==> src/rtl/osd_pkg.sv <==
// Shared constants and FSM state type for the OSD buffer write path.
package osd_pkg;

  localparam int OSD_ADDR_W     = 12;
  localparam int OSD_TEXT_BYTES = 512;
  localparam int OSD_LINE_CHARS = 32;
  localparam int OSD_DATA_W     = 8;

  // IDLE arbitrates the two requesters, CLEAR hands the write port to the fill engine.
  typedef enum logic {
    ST_IDLE  = 1'b0,
    ST_CLEAR = 1'b1
  } osd_state_e;

endpackage

==> src/rtl/esp32_osd_fill_engine.sv <==
// Fill sequencer: walks TEXT_BYTES consecutive addresses from FILL_BASE with one
// latched character, then spends one drain cycle while the last write leaves the
// output register, then pulses done.
module esp32_osd_fill_engine
  import osd_pkg::*;
#(
  parameter int                ADDR_W     = OSD_ADDR_W,
  parameter int                TEXT_BYTES = OSD_TEXT_BYTES,
  parameter logic [ADDR_W-1:0] FILL_BASE  = '0
) (
  input  logic                  clk_sys,
  input  logic                  rst,
  input  logic                  start,
  input  logic [OSD_DATA_W-1:0] char_in,
  output logic                  fill_we,
  output logic [ADDR_W-1:0]     fill_addr,
  output logic [OSD_DATA_W-1:0] fill_data,
  output logic                  busy,
  output logic                  drain,
  output logic                  done
);

  localparam int               CNT_W    = (TEXT_BYTES > 1) ? $clog2(TEXT_BYTES) : 1;
  localparam logic [CNT_W-1:0] CNT_LAST = CNT_W'(TEXT_BYTES - 1);

  logic [CNT_W-1:0]      cnt_p0;
  logic [OSD_DATA_W-1:0] char_p0;
  logic                  busy_p0;
  logic                  drain_p1;
  logic                  done_p2;

  // Counter, latched character and the busy -> drain -> done sequence.
  always_ff @(posedge clk_sys or posedge rst) begin
    if (rst) begin
      cnt_p0   <= '0;
      char_p0  <= '0;
      busy_p0  <= 1'b0;
      drain_p1 <= 1'b0;
      done_p2  <= 1'b0;
    end else begin
      // p0 -> p1: last fill write issued, output register still holds it
      drain_p1 <= busy_p0 && (cnt_p0 == CNT_LAST);
      // p1 -> p2: done follows the cycle in which the final write was visible
      done_p2  <= drain_p1;
      if (start) begin
        busy_p0 <= 1'b1;
        cnt_p0  <= '0;
        char_p0 <= char_in;
      end else if (busy_p0) begin
        if (cnt_p0 == CNT_LAST) begin
          busy_p0 <= 1'b0;
          cnt_p0  <= '0;
        end else begin
          cnt_p0 <= cnt_p0 + 1'b1;
        end
      end
    end
  end

  // Address arithmetic wraps naturally at 2^ADDR_W.
  assign fill_we   = busy_p0;
  assign fill_addr = FILL_BASE + ADDR_W'(cnt_p0);
  assign fill_data = char_p0;
  assign busy      = busy_p0;
  assign drain     = drain_p1;
  assign done      = done_p2;

endmodule

==> src/rtl/esp32_osd_write_ctrl.sv <==
// OSD buffer write controller: round-robin arbiter between the SPI and status-line
// requesters, plus a fill engine that takes over the write port to clear the text
// area. All write-port outputs and acks are registered.
module esp32_osd_write_ctrl
  import osd_pkg::*;
#(
  parameter int                ADDR_W     = OSD_ADDR_W,
  parameter int                TEXT_BYTES = OSD_TEXT_BYTES,
  parameter logic [ADDR_W-1:0] FILL_BASE  = '0
) (
  input  logic                  clk_sys,
  input  logic                  rst,
  input  logic                  spi_req,
  input  logic [ADDR_W-1:0]     spi_addr,
  input  logic [OSD_DATA_W-1:0] spi_data,
  output logic                  spi_ack,
  input  logic                  stat_req,
  input  logic [ADDR_W-1:0]     stat_addr,
  input  logic [OSD_DATA_W-1:0] stat_data,
  output logic                  stat_ack,
  input  logic                  clr_start,
  input  logic [OSD_DATA_W-1:0] clr_char,
  output logic                  clr_busy,
  output logic                  clr_done,
  output logic [ADDR_W-1:0]     wr_addr,
  output logic [OSD_DATA_W-1:0] wr_data,
  output logic                  wr_en
);

  osd_state_e            state_q, state_d;
  logic                  rr_stat_next;
  logic                  spi_elig, stat_elig;
  logic                  grant_spi, grant_stat;
  logic                  fill_start, fill_we, fill_busy, fill_drain, fill_done;
  logic [ADDR_W-1:0]     fill_addr;
  logic [OSD_DATA_W-1:0] fill_data;

  esp32_osd_fill_engine #(
    .ADDR_W     (ADDR_W),
    .TEXT_BYTES (TEXT_BYTES),
    .FILL_BASE  (FILL_BASE)
  ) u_fill (
    .clk_sys   (clk_sys),
    .rst       (rst),
    .start     (fill_start),
    .char_in   (clr_char),
    .fill_we   (fill_we),
    .fill_addr (fill_addr),
    .fill_data (fill_data),
    .busy      (fill_busy),
    .drain     (fill_drain),
    .done      (fill_done)
  );

  assign clr_busy = fill_busy;
  assign clr_done = fill_done;

  // FSM state register.
  always_ff @(posedge clk_sys or posedge rst) begin
    if (rst) state_q <= ST_IDLE;
    else     state_q <= state_d;
  end

  // Next state and grant decode; a requester whose ack is high this cycle is
  // already served and must not be granted again.
  always_comb begin
    state_d    = state_q;
    fill_start = 1'b0;
    grant_spi  = 1'b0;
    grant_stat = 1'b0;
    spi_elig   = spi_req  && !spi_ack;
    stat_elig  = stat_req && !stat_ack;
    case (state_q)
      ST_IDLE: begin
        if (clr_start) begin
          fill_start = 1'b1;
          state_d    = ST_CLEAR;
        end else if (spi_elig && (!stat_elig || !rr_stat_next)) begin
          grant_spi = 1'b1;
        end else if (stat_elig) begin
          grant_stat = 1'b1;
        end
      end
      ST_CLEAR: begin
        if (fill_drain) state_d = ST_IDLE;
      end
    endcase
  end

  // Registered write port, acks and round-robin pointer.
  always_ff @(posedge clk_sys or posedge rst) begin
    if (rst) begin
      wr_en        <= 1'b0;
      wr_addr      <= '0;
      wr_data      <= '0;
      spi_ack      <= 1'b0;
      stat_ack     <= 1'b0;
      rr_stat_next <= 1'b0;
    end else begin
      // decode -> p1: registered write presented to the buffer
      wr_en    <= fill_we || grant_spi || grant_stat;
      spi_ack  <= grant_spi;
      stat_ack <= grant_stat;
      if (fill_we) begin
        wr_addr <= fill_addr;
        wr_data <= fill_data;
      end else if (grant_spi) begin
        wr_addr <= spi_addr;
        wr_data <= spi_data;
      end else if (grant_stat) begin
        wr_addr <= stat_addr;
        wr_data <= stat_data;
      end
      if (grant_spi)       rr_stat_next <= 1'b1;
      else if (grant_stat) rr_stat_next <= 1'b0;
    end
  end

endmodule

==> config.mk <==
export PLATFORM = sky130hd
export DESIGN_NAME = esp32_osd_write_ctrl
export DESIGN_NICKNAME = d
export VERILOG_FILES = /design/src/rtl/osd_pkg.sv /design/src/rtl/esp32_osd_fill_engine.sv /design/src/rtl/esp32_osd_write_ctrl.sv
export SDC_FILE = /design/constraint.sdc
export NUM_CORES = 1
export LEC_CHECK = 0
export CAP_MARGIN = 20
export CORE_AREA = 4 4 89 91
export DETAILED_ROUTE_END_ITERATION = 8
export DIE_AREA = 0 0 93 95
export GPL_TIMING_DRIVEN = 0
export PLACE_DENSITY_LB_ADDON = 0.05
export SYNTH_ARGS = -nofsm -noshare
export SYNTH_HDL_FRONTEND = slang
export SYNTH_SLANG_ARGS = --single-unit
==> constraint.sdc <==
create_clock -name clk_sys -period 3.9 [get_ports clk_sys]
set_input_delay 0.585 -clock clk_sys [delete_from_list [all_inputs] [get_ports clk_sys]]
set_output_delay 0.585 -clock clk_sys [all_outputs]
set_load 0.05 [all_outputs]
-- After elaboration in Yosys (flattened, before gate mapping)
Cells that the tools add are included.
- add/sub/neg operators: 1
- multipliers: 0
- div/mod/pow operators: 0
- order comparisons: 0
- eq/ne operators: 1
- shifts and indexed selects: 0
- mux-type cells: 25
- bitwise operators: 1
- reduce and logical (&&, ||, !) cells: 14
- operators with widths (operator ; count):
    2-to-1 mux 12 bit ; 3
    2-to-1 mux 9 bit ; 3
    2-to-1 mux 8 bit ; 3
    2-to-1 mux 1 bit ; 15
    adder 9 x 1 -> 9 bit (second input constant) ; 1
    == test 9 bit (second input constant) ; 1
    logical AND 1 bit ; 4
    zero test 1 bit ; 4
    nonzero test 2 bit ; 2
    logical OR 1 bit ; 3
    nonzero test 3 bit ; 1
    case mux 1 bit (2 select lines) ; 1
    NOT 1 bit ; 1
- register bits after elaboration: 45
- latch bits: 0
- bits in writable memories: 0
- ROM bits: 0
- input port bits: 53
- output and inout port bits: 25
- logic and storage cells: 54
- memories kept: 0

-- Depth between registers and ports, before layout
- depth in word-level cells: 11
- gate-level depth with buffers: 8
- gate-level depth less buffers: 8

-- Hierarchy
From an unflattened synthesis, not the netlist that was laid out.
- cells, all modules: 212
- area, all modules: 2265.9 um2
- modules (own cells, without submodules) (module ; times used ; cells an instance ; area each (um2) ; seq. area each (um2)):
    esp32_osd_write_ctrl ; 1 ; 130 ; 1338.8 ; 625.6
    esp32_osd_fill_engine ; 1 ; 82 ; 927.1 ; 500.5

-- Least setup slack after synthesis
OpenSTA, ideal clock, no wires.
- path kind: register to register
- start point: reg u_fill.cnt_p0[0]
- end point: reg u_fill.cnt_p0[5]
- setup time: 0.078 ns
- arrival: 1.834 ns
- data required time: 3.822 ns
- slack: 1.988 ns
- stages on the path, launching flop included: 8
- path buffers: 0
- clock period less this slack: 1.912 ns
- path through: dfrtp_1 > ha_1 > nand3_1 > nor3_1 > ha_1 > nand2b_1 > or4_1 > a21oi_1
- cells in the longest elaborated chain, start to end: 4
- elaborated cells on any way between the ends: 5
- classes of those cells: add/sub (1); eq/ne (1); mux (3)
- ends and longest elaborated chain (item ; RTL line ; text):
    from (decl) ; esp32_osd_fill_engine.sv:26 ; logic [CNT_W-1:0] cnt_p0;
    from (signal assigned) ; esp32_osd_fill_engine.sv:54 ; cnt_p0 <= cnt_p0 + 1'b1;
    adder 9 x 1 -> 9 bit or == test 9 bit (tied branches) ; esp32_osd_fill_engine.sv:54, esp32_osd_fill_engine.sv:50 ;
    2-to-1 mux 9 bit (*) ; esp32_osd_fill_engine.sv:50 ; if (cnt_p0 == CNT_LAST) begin
    2-to-1 mux 9 bit (*) ; esp32_osd_fill_engine.sv:49 ; end else if (busy_p0) begin
    2-to-1 mux 9 bit (*) ; esp32_osd_fill_engine.sv:45 ; if (start) begin
Mark *: on every way between the ends. The rest lies on a longest branch, timed or not. The select of a mux whose other input is x is not followed.
A chain may end at the register's enable or synchronous reset.

-- Worst setup path in the final report
- start point: reg u_fill.busy_p0 (netlist: u_fill.busy)
- end point: out clr_busy
- RTL lines (item ; RTL line ; text):
    from (decl) ; esp32_osd_fill_engine.sv:28 ; logic busy_p0;
    from (signal assigned) ; esp32_osd_fill_engine.sv:37 ; busy_p0 <= 1'b0;
    from (signal assigned) ; esp32_osd_fill_engine.sv:46 ; busy_p0 <= 1'b1;
    from (signal assigned) ; esp32_osd_fill_engine.sv:51 ; busy_p0 <= 1'b0;
    to (decl) ; esp32_osd_write_ctrl.sv:23 ; output logic clr_busy,
No word-level cell between the ends.

==> results.json <==
{
  "gp_congestion": 0.775,
  "cp_cell_sequence": "clkdlybuf4s50_1",
  "drive_above_1_share_pct": 11.4,
  "run_status": "complete, no violations",
  "hold_violations": 0,
  "crit_cells": 1,
  "min_path_cells": 0,
  "cts_buffers": 5,
  "ios": 78,
  "ir_drop_v": 0.000198,
  "track_usage_pct": 14.7,
  "synth_ff_type": "dfrtp_1",
  "num_vias": 1845,
  "syn_inst": 204,
  "crit_path_start_kind": "flip-flop",
  "min_period_over_period_pct": 57.7,
  "synth_top_area_share_pct": 52.0,
  "r2r_cells": 7,
  "maxCapViolCount": 0,
  "clock.fmax_mhz": 444,
  "slowest_delay_ns": 0.86,
  "fill_cells": 709,
  "rsz0062_at_grt": "false",
  "crit_buf_inv": 1,
  "syn_area_sq_mm": 0.00217,
  "start_util_pct": 30.4,
  "fp-row-count": 31,
  "yosys.cell_count.top_type": "dfrtp_1",
  "synth_commonest_cells": "dfrtp_1 (45), o21ai_0 (23), nand2b_1 (21)",
  "dr.first_iter.drc_count": 49,
  "async_reset_ff_share_pct": 100,
  "drt_pass1_iterations": 4,
  "slowest_stage": "clkdlybuf4s50_1",
  "crit_family": "buffers and inverters",
  "grt_pass1_wl_microns": 9890,
  "setup_viol": 0,
  "power_leakage_nw": 1.32,
  "ys_types": 35,
  "synth_area_leader_cell": "dfrtp_1",
  "hold_path.class": "flip-flop to flip-flop",
  "grt_max_degree": 34,
  "grt_pass1_vias": 1994,
  "arrival_ns": 1.67,
  "cts_tree": "done",
  "cts_resized": 0,
  "slew_viol_final": 0,
  "min_period_ns": 2.25,
  "port_buffers": 77,
  "vias_per_cell": 4.74,
  "drc": 0,
  "die_x_microns": 93,
  "cts.clk_slew.worst_paths_ns": 0.08,
  "core_area_sq_mm": 0.00714,
  "required_ns": 3.31,
  "p_per_area_mw_per_mm2": 506,
  "cp_max_fo": 6,
  "syn_nets": 259,
  "setup-tns-final_ns": 0,
  "antenna_found_initial": 0,
  "tightest_slew_ns": 0.669,
  "hold_buffers": 0,
  "clockBufferDepth": 2,
  "fin_ws_ns": 1.65,
  "ys_seq_area_share_pct": 52.0,
  "cts.sinks": 45,
  "fin_area_sq_mm": 0.00316,
  "slew_headroom_pct": 55.4,
  "fin_nets": 344,
  "dieArea_sq_mm": 0.00884,
  "synth_edf_count": 0,
  "post_cts_buffers": 0,
  "synthTopCellsByArea": "dfrtp_1 (52%), a221o_1 (7.9%), nand2b_1 (6.1%)",
  "die_y_microns": 95,
  "end_kind": "output pin",
  "ys.warnings.count": 0,
  "clock_latency_ns": 0.30,
  "area_growth_pct": 46.0,
  "ys_ff_latch": 45,
  "dpl_worst_slack_ns": 1.37,
  "post_dp_cell_area_sq_mm": 0.00308,
  "clock-root-buffer": "clkbuf_8",
  "grt.overflow.total": 0,
  "wl_microns": 6120,
  "critPathKind": "flip-flop to output pin",
  "routedWlPerCell_microns": 15.7,
  "finClkSkew_ns": 0.00853,
  "ant_nets": 0,
  "cts-htree-levels": 2,
  "syn_avg_cell_area_sq_um": 10.6,
  "place_hpwl_microns": 4630,
  "diodes": 0
}
cell usage in the layout, fill, tap and decap left out, types with 2 or more instances in the layout:
cell             Yosys  layout
mux2i_1              5       5
nand2_1             19      19
clkinv_2             0       2
buf_6                2       2
a221o_1             17      17
buf_2                5       5
nor3_1               2       2
ha_1                 2       2
nor2_2               2       2
clkbuf_1             4       5
o21ai_0             23      23
clkbuf_8             0       5
nor2_1              10      10
dfrtp_1             45      45
mux2_2               9       9
a211oi_1             3       3
nand2b_1            21      21
a21oi_1              5       5
nand4_1              2       2
inv_1                7       6
or4_1                2       2
o211ai_1             2       2
clkdlybuf4s50_1      0      77
nand3_1              3       3
per-stage QoR:
stage	hold WS, ns	power (mW)	std cells	util, %
6_report	0.401	1.60	389	44.3
5_1_grt	0.416	1.71	389	44.3
3_5_place_dp	0.381	1.33	381	43.2
3_3_place_gp	0.373	1.32	380	42.9
2_1_floorplan	0.354	1.09	204	-
4_1_cts	0.400	1.62	389	44.3
report_power, final:
part	switching (mW)	internal [mW]
clock	0.159	0.125
sequential	0.0990	0.580
combinational	0.366	0.273
flip-flops by register name, indices dropped and copies added (netlist names):
| signal | cells |
|---|---|
| wr_addr | 12 |
| rr_stat_next | 1 |
| stat_ack | 1 |
| wr_data | 8 |
| u_fill.drain | 1 |
| wr_en | 1 |
| u_fill.busy | 1 |
| u_fill.fill_data | 8 |
| state_q | 1 |
| u_fill.cnt_p0 | 9 |
| u_fill.done | 1 |
| spi_ack | 1 |
kinds of logic after synthesis:
kind of cell,synth area share [%]
AO/OA/AOI/OAI,18.2
adder cells (fa/ha/maj),1.15
buffers and inverters,4.33
flip-flops,52.0
multiplexers,6.99
AND/OR/NAND/NOR,17.3
final cells by class:
class                   count  area (sq um)  share of cell area [%]
repair buffers             78           791                    25.0
multi-input cells         140           947                    29.9
clock inverters             2          10.0                   0.316
clock buffers               6          72.6                    2.29
inverters                   7          26.3                   0.830
flip-flops and latches     45          1130                    35.6
plain buffers              12          67.6                    2.14
well taps                  99           124                    3.91
routing by layer:
layer | share of wire [%] | track usage (%) | routed length [microns] | up-vias
li1 | - | - | - | 906
met1 | 45 | 18.6 | 2780 | 881
met2 | 47 | 24.6 | 2900 | 53
met3 | 6.2 | 4.22 | 380 | 5
met4 | 0.91 | 4.03 | 56 | 0
met5 | 0 | 0 | 0 | -
final timing paths:
| kind | startpoint | slack, ns | end |
|---|---|---|---|
| setup / recovery | u_fill.busy | 1.65 | clr_busy |
| hold / removal | u_fill.drain | 0.40 | u_fill.done |
| setup reg to reg | u_fill.cnt_p0[0] | 1.78 | u_fill.cnt_p0[5] |
| hold reg to reg | u_fill.drain | 0.40 | u_fill.done |
| max in group asynchronous | rst | 2.87 | u_fill.cnt_p0[1] |
| min in group asynchronous | rst | 0.55 | wr_addr[8] |
Power figures use the tool's default switching activity.
==> edit 1: new RTL, config.mk and constraints unchanged <==
`OSD_DATA_W`: 8 -> 7.
--- a/src/rtl/osd_pkg.sv
+++ b/src/rtl/osd_pkg.sv
@@ -4,7 +4,7 @@
   localparam int OSD_ADDR_W     = 12;
   localparam int OSD_TEXT_BYTES = 512;
   localparam int OSD_LINE_CHARS = 32;
-  localparam int OSD_DATA_W     = 8;
+  localparam int OSD_DATA_W     = 7;
 
   // IDLE arbitrates the two requesters, CLEAR hands the write port to the fill engine.
   typedef enum logic {
Interface: changed (resized clr_char, spi_data, stat_data and wr_data); port bits go from 78 to 74. No check against the original RTL was run, so the function may have changed too.
==> edit 1 against the unedited design <==
  * Die area unchanged
  * Cell area down 4.0%
  * Sequential power fell by 4.4%
  * Synthesized area fell by 3.5%
  * Wire length down 5.6%
  * Setup slack better by 0.079 ns
  * Global-route usage is essentially flat
  * Total power down 5.3%
  * Sequential cell count shrank 2
  * Critical path type unchanged
  * Largest power group unchanged
==> edit 1: results (changes against the unedited design) <==
[status]
outcome=finished, final reports clean

[logic_synthesis]
seq_area_frac_synth_pct=51.5  ; -0.50 points
ys_warn_count=0  ; unchanged
yosys-top-cells-count=43 x dfrtp_1, 20 x o21ai_0, 18 x nand2_1, 18 x nand2b_1, 16 x a221o_1

[place]
dp_hpwl_mm=4.38  ; -5.5%
gp_congestion=0.743  ; -4.2%

[power_and_ir_drop]
p_comb_w=0.000603  ; -5.5%
p_switching_w=0.000582  ; -6.6%
clock_power_w=0.000264  ; -7%
cellPowerDensity_nw_per_um2=499  ; -1.3%

[clocking]
cts_num_sinks=43  ; -4.4%

[finish]
drive_gt1_share_pct=12.0  ; +0.66 points
nets=327  ; -4.9%

[timing]
relSlewSlack_pct=64.2  ; +8.8 points
clock-skew-final_ns=0.00664  ; -0.00189 ns

[worst_setup_path]
timing.rr.start=state_q$_DFF_PP0_
r2r_slack_ns=2.13  ; +0.35 ns
crit_path_max_fanout=5  ; -1
reg2reg_depth=5  ; -2
r2r_end=wr_addr[1]$_DFFE_PP0P_

[detailed_routing]
drtIter0Drc=92  ; +88%
wl_mm=5.78  ; -5.6%
vias=1734  ; -6.0%

[global_routing]
grtUsageTotal_pct=14.7  ; -0.020 points
grt_pass1_wl_mm=10.0  ; +1.4%
grt_max_degree=30  ; -12%

[worst_hold_path]
hold_path_end=u_fill.done$_DFF_PP0_

-- edit 1: area by class of cell --
class / count / area (um^2)
buffer: 12 / 71.3
clock buffer: 6 / 72.6
fill: 736 / 4100
inverter: 4 / 15.0
multi-input combinational: 135 / 928
sequential: 43 / 1080
tap: 99 / 124
timing repair buffer: 74 / 751
-- edit 1: logic make-up after synthesis --
family,synth area share [%]
multiplexers,6.22
buffers and inverters,4.13
flip-flops,51.5
AND/OR/NAND/NOR,18.7
XOR/XNOR,1.26
adder cells (fa/ha/maj),1.20
AO/OA/AOI/OAI,17.0
-- edit 1: worst max-delay path by stage --
stage	start	endpoint	slack, ns
3_5_place_dp	clr_start	u_fill.fill_data[5]$_DFFE_PP0P_	1.45
4_1_cts	u_fill.busy$_DFF_PP0_	clr_busy	1.69
3_3_place_gp	rst	u_fill.fill_data[6]$_DFFE_PP0P_	1.30
5_1_grt	clr_start	wr_data[0]$_DFFE_PP0P_	1.57
6_report	u_fill.busy$_DFF_PP0_	clr_busy	1.73
2_1_floorplan	spi_ack$_DFF_PP0_	wr_addr[0]$_DFFE_PP0P_	2.08
-- edit 1: layer usage --
layer  vias up  wire length (um)  track usage (%)
met5         -                 0                0
met3         5               433             4.46
met4         0                29             2.93
li1        852                 -                -
met1       822              2550             18.3
met2        55              2770             25.2
-- edit 1: per-stage QoR --
stage	area [um^2]	worst slack, ns	util [%]	std cells	hold WS, ns
after floorplan	2090	2.08	-	194	0.354
after global placement	2950	1.30	41.3	366	0.370
after detailed placement	2970	1.45	41.5	367	0.373
after CTS	3040	1.69	42.6	373	0.390
after global routing	3040	1.57	42.6	373	0.408
final	3040	1.73	42.6	373	0.392
==> edit 2: new RTL, same settings <==
Made on the original files. Reset style: synchronous (`rst`), changed in 3 clocked blocks.
--- a/src/rtl/esp32_osd_fill_engine.sv
+++ b/src/rtl/esp32_osd_fill_engine.sv
@@ -30,7 +30,7 @@
   logic                  done_p2;
 
   // Counter, latched character and the busy -> drain -> done sequence.
-  always_ff @(posedge clk_sys or posedge rst) begin
+  always_ff @(posedge clk_sys) begin
     if (rst) begin
       cnt_p0   <= '0;
       char_p0  <= '0;
--- a/src/rtl/esp32_osd_write_ctrl.sv
+++ b/src/rtl/esp32_osd_write_ctrl.sv
@@ -56,7 +56,7 @@
   assign clr_done = fill_done;
 
   // FSM state register.
-  always_ff @(posedge clk_sys or posedge rst) begin
+  always_ff @(posedge clk_sys) begin
     if (rst) state_q <= ST_IDLE;
     else     state_q <= state_d;
   end
@@ -88,7 +88,7 @@
   end
 
   // Registered write port, acks and round-robin pointer.
-  always_ff @(posedge clk_sys or posedge rst) begin
+  always_ff @(posedge clk_sys) begin
     if (rst) begin
       wr_en        <= 1'b0;
       wr_addr      <= '0;
Formal check against the unedited RTL: differs if rst is asserted again (counterexample within 4 cycles, from zero or initial values and one cycle with rst high); with rst held inactive, the same outputs for 10 cycles.
==> edit 2 against the unedited design <==
  * Cell area up 1.1%
  * Sequential share of layout area down 7.4 points
  * Wire length up 14%
  * Critical endpoint is now u_fill.drain$_SDFF_PP0_
  * Die area unchanged
  * Setup slack better by 0.039 ns
  * Synthesized cell count up 25%
  * Critical path type is now input port to flop
  * Sequential cell count unchanged
  * Synthesized area up 2.1%
Power is not compared: it rests on default switching activity, and its combinational part moved more than twofold at a synthesized area within 25%.
==> edit 2: results (changes against the unedited design) <==
[finish]
final_cells=439  ; +13%
nets=395  ; +15%
drive_gt1_share_pct=8.53  ; -2.8 points

[logic_synthesis]
syn_nets=311  ; +20%
synthArstFlopShare_pct=0  ; -100 points
seq_area_frac_synth_pct=40.7  ; -11 points
synth_cell_types=39  ; +11%
synthTopCellsByArea=dfxtp_1 41%, a21oi_1 5.7%, nand2_1 4.4%

[global_routing]
grt_pass1_wl_mm=10.9  ; +9.8%
grt_pass1_vias=2023  ; +1.5%
grtUsageTotal_pct=15.8  ; +1.1 points
grt_max_degree=14  ; -59%

[power_and_ir_drop]
peakVddDrop_uv=174

[worst_hold_path]
min_path_cells=1  ; +1

[worst_setup_path]
crit_path_max_fanout=10  ; +4
cp-startpoint=rst
r2r_end=wr_addr[4]$_SDFFE_PP0P_
timing.rr.start=u_fill.busy$_SDFF_PP0_
r2r_slack_ns=2.16  ; +0.38 ns
reg2reg_depth=5  ; -2
endpoint=u_fill.drain$_SDFF_PP0_
cp.arrival_ns=2.39  ; +0.72 ns

[timing]
worst_slew_pin_slew_ns=0.653  ; -0.0157 ns
clock-skew-final_ns=0.00558  ; -0.00295 ns
layout_setup_ws_ns=1.69  ; +0.0394 ns

[detailed_routing]
drtIter0Drc=86  ; +76%
viasPerCell=4.77  ; +0.57%

[place]
dpl_cell_area_um2=3110  ; +0.85%
dp_hpwl_mm=5.31  ; +15%
gp_congestion=0.756  ; -2.5%
place_ws_ns=1.34  ; -0.0371 ns

[status]
outcome=finished, final reports clean

## edit 2: cell count changes after synthesis, moves of 9 or more
cell      delta
o21ai_0     -22
nand2b_1    -17
mux2_2       -9
a21oi_1     +20
a221o_1     -17
nor2_1      +12
nor3_1      +10
dfxtp_1     +45
dfrtp_1     -45
## edit 2: stage by stage
stage	hold slack, ns	total power, W	utilization, %
after floorplan	0.412	0.000681	-
after global placement	0.420	0.000809	43.5
after detailed placement	0.429	0.000809	43.5
after CTS	0.441	0.00111	44.8
after global routing	0.461	0.00115	44.8
final	0.436	0.00110	44.8
## edit 2: metal layers
metal / global-route usage, % / part of all wire, % / vias to the layer above
met5: 0 / 0 / -
met4: 3.66 / 0.87 / 0
met3: 3.43 / 4.9 / 7
met2: 25.5 / 46 / 37
met1: 21.6 / 48 / 963
li1: - / - / 1087
## edit 2: power by group
group          internal (W)  switching, W  leakage (nW)
sequential         0.000484     0.0000142         0.368
combinational      0.000128      0.000169         0.771
clock              0.000140      0.000163        0.0433
## edit 2: critical path: stages
cell and delay (ns):
clkdlybuf4s50_1 0.61, buf_1 0.55, clkbuf_1 0.54, nor2_1 0.10
## edit 2: worst min path at each step
| stage | end | from | slack (ns) |
|---|---|---|---|
| CTS | state_q$_SDFF_PP0_ | u_fill.drain$_SDFF_PP0_ | 0.44 |
| global placement | state_q$_SDFF_PP0_ | u_fill.drain$_SDFF_PP0_ | 0.42 |
| global route | state_q$_SDFF_PP0_ | u_fill.drain$_SDFF_PP0_ | 0.46 |
| finish | state_q$_SDFF_PP0_ | u_fill.drain$_SDFF_PP0_ | 0.44 |
| floorplan | state_q$_SDFF_PP0_ | u_fill.drain$_SDFF_PP0_ | 0.41 |
| detailed placement | state_q$_SDFF_PP0_ | u_fill.drain$_SDFF_PP0_ | 0.43 |
## edit 2: logic make-up (layout without fill, tap and decap cells)
group	count (synthesis)	in the layout	synth area share (%)
AOI/OAI and AO/OA	76	76	26.6
xor gates and xnor gates	5	5	1.98
adders and majority gates	2	2	1.13
buffers and inverters	28	112	6.11
DFF	45	45	40.7
muxes	4	4	1.81
and+or+nand+nor	96	96	21.7
## edit 2: layout make-up
type	count	area [um^2]	area share, %
Multi-Input combinational cell	183	1180	36.8
Sequential cell	45	901	28.2
Timing Repair Buffer	77	771	24.1
Tap cell	99	124	3.87
Buffer	20	105	3.29
Clock buffer	6	82.6	2.58
Inverter	8	30.0	0.939
Clock inverter	1	7.51	0.235
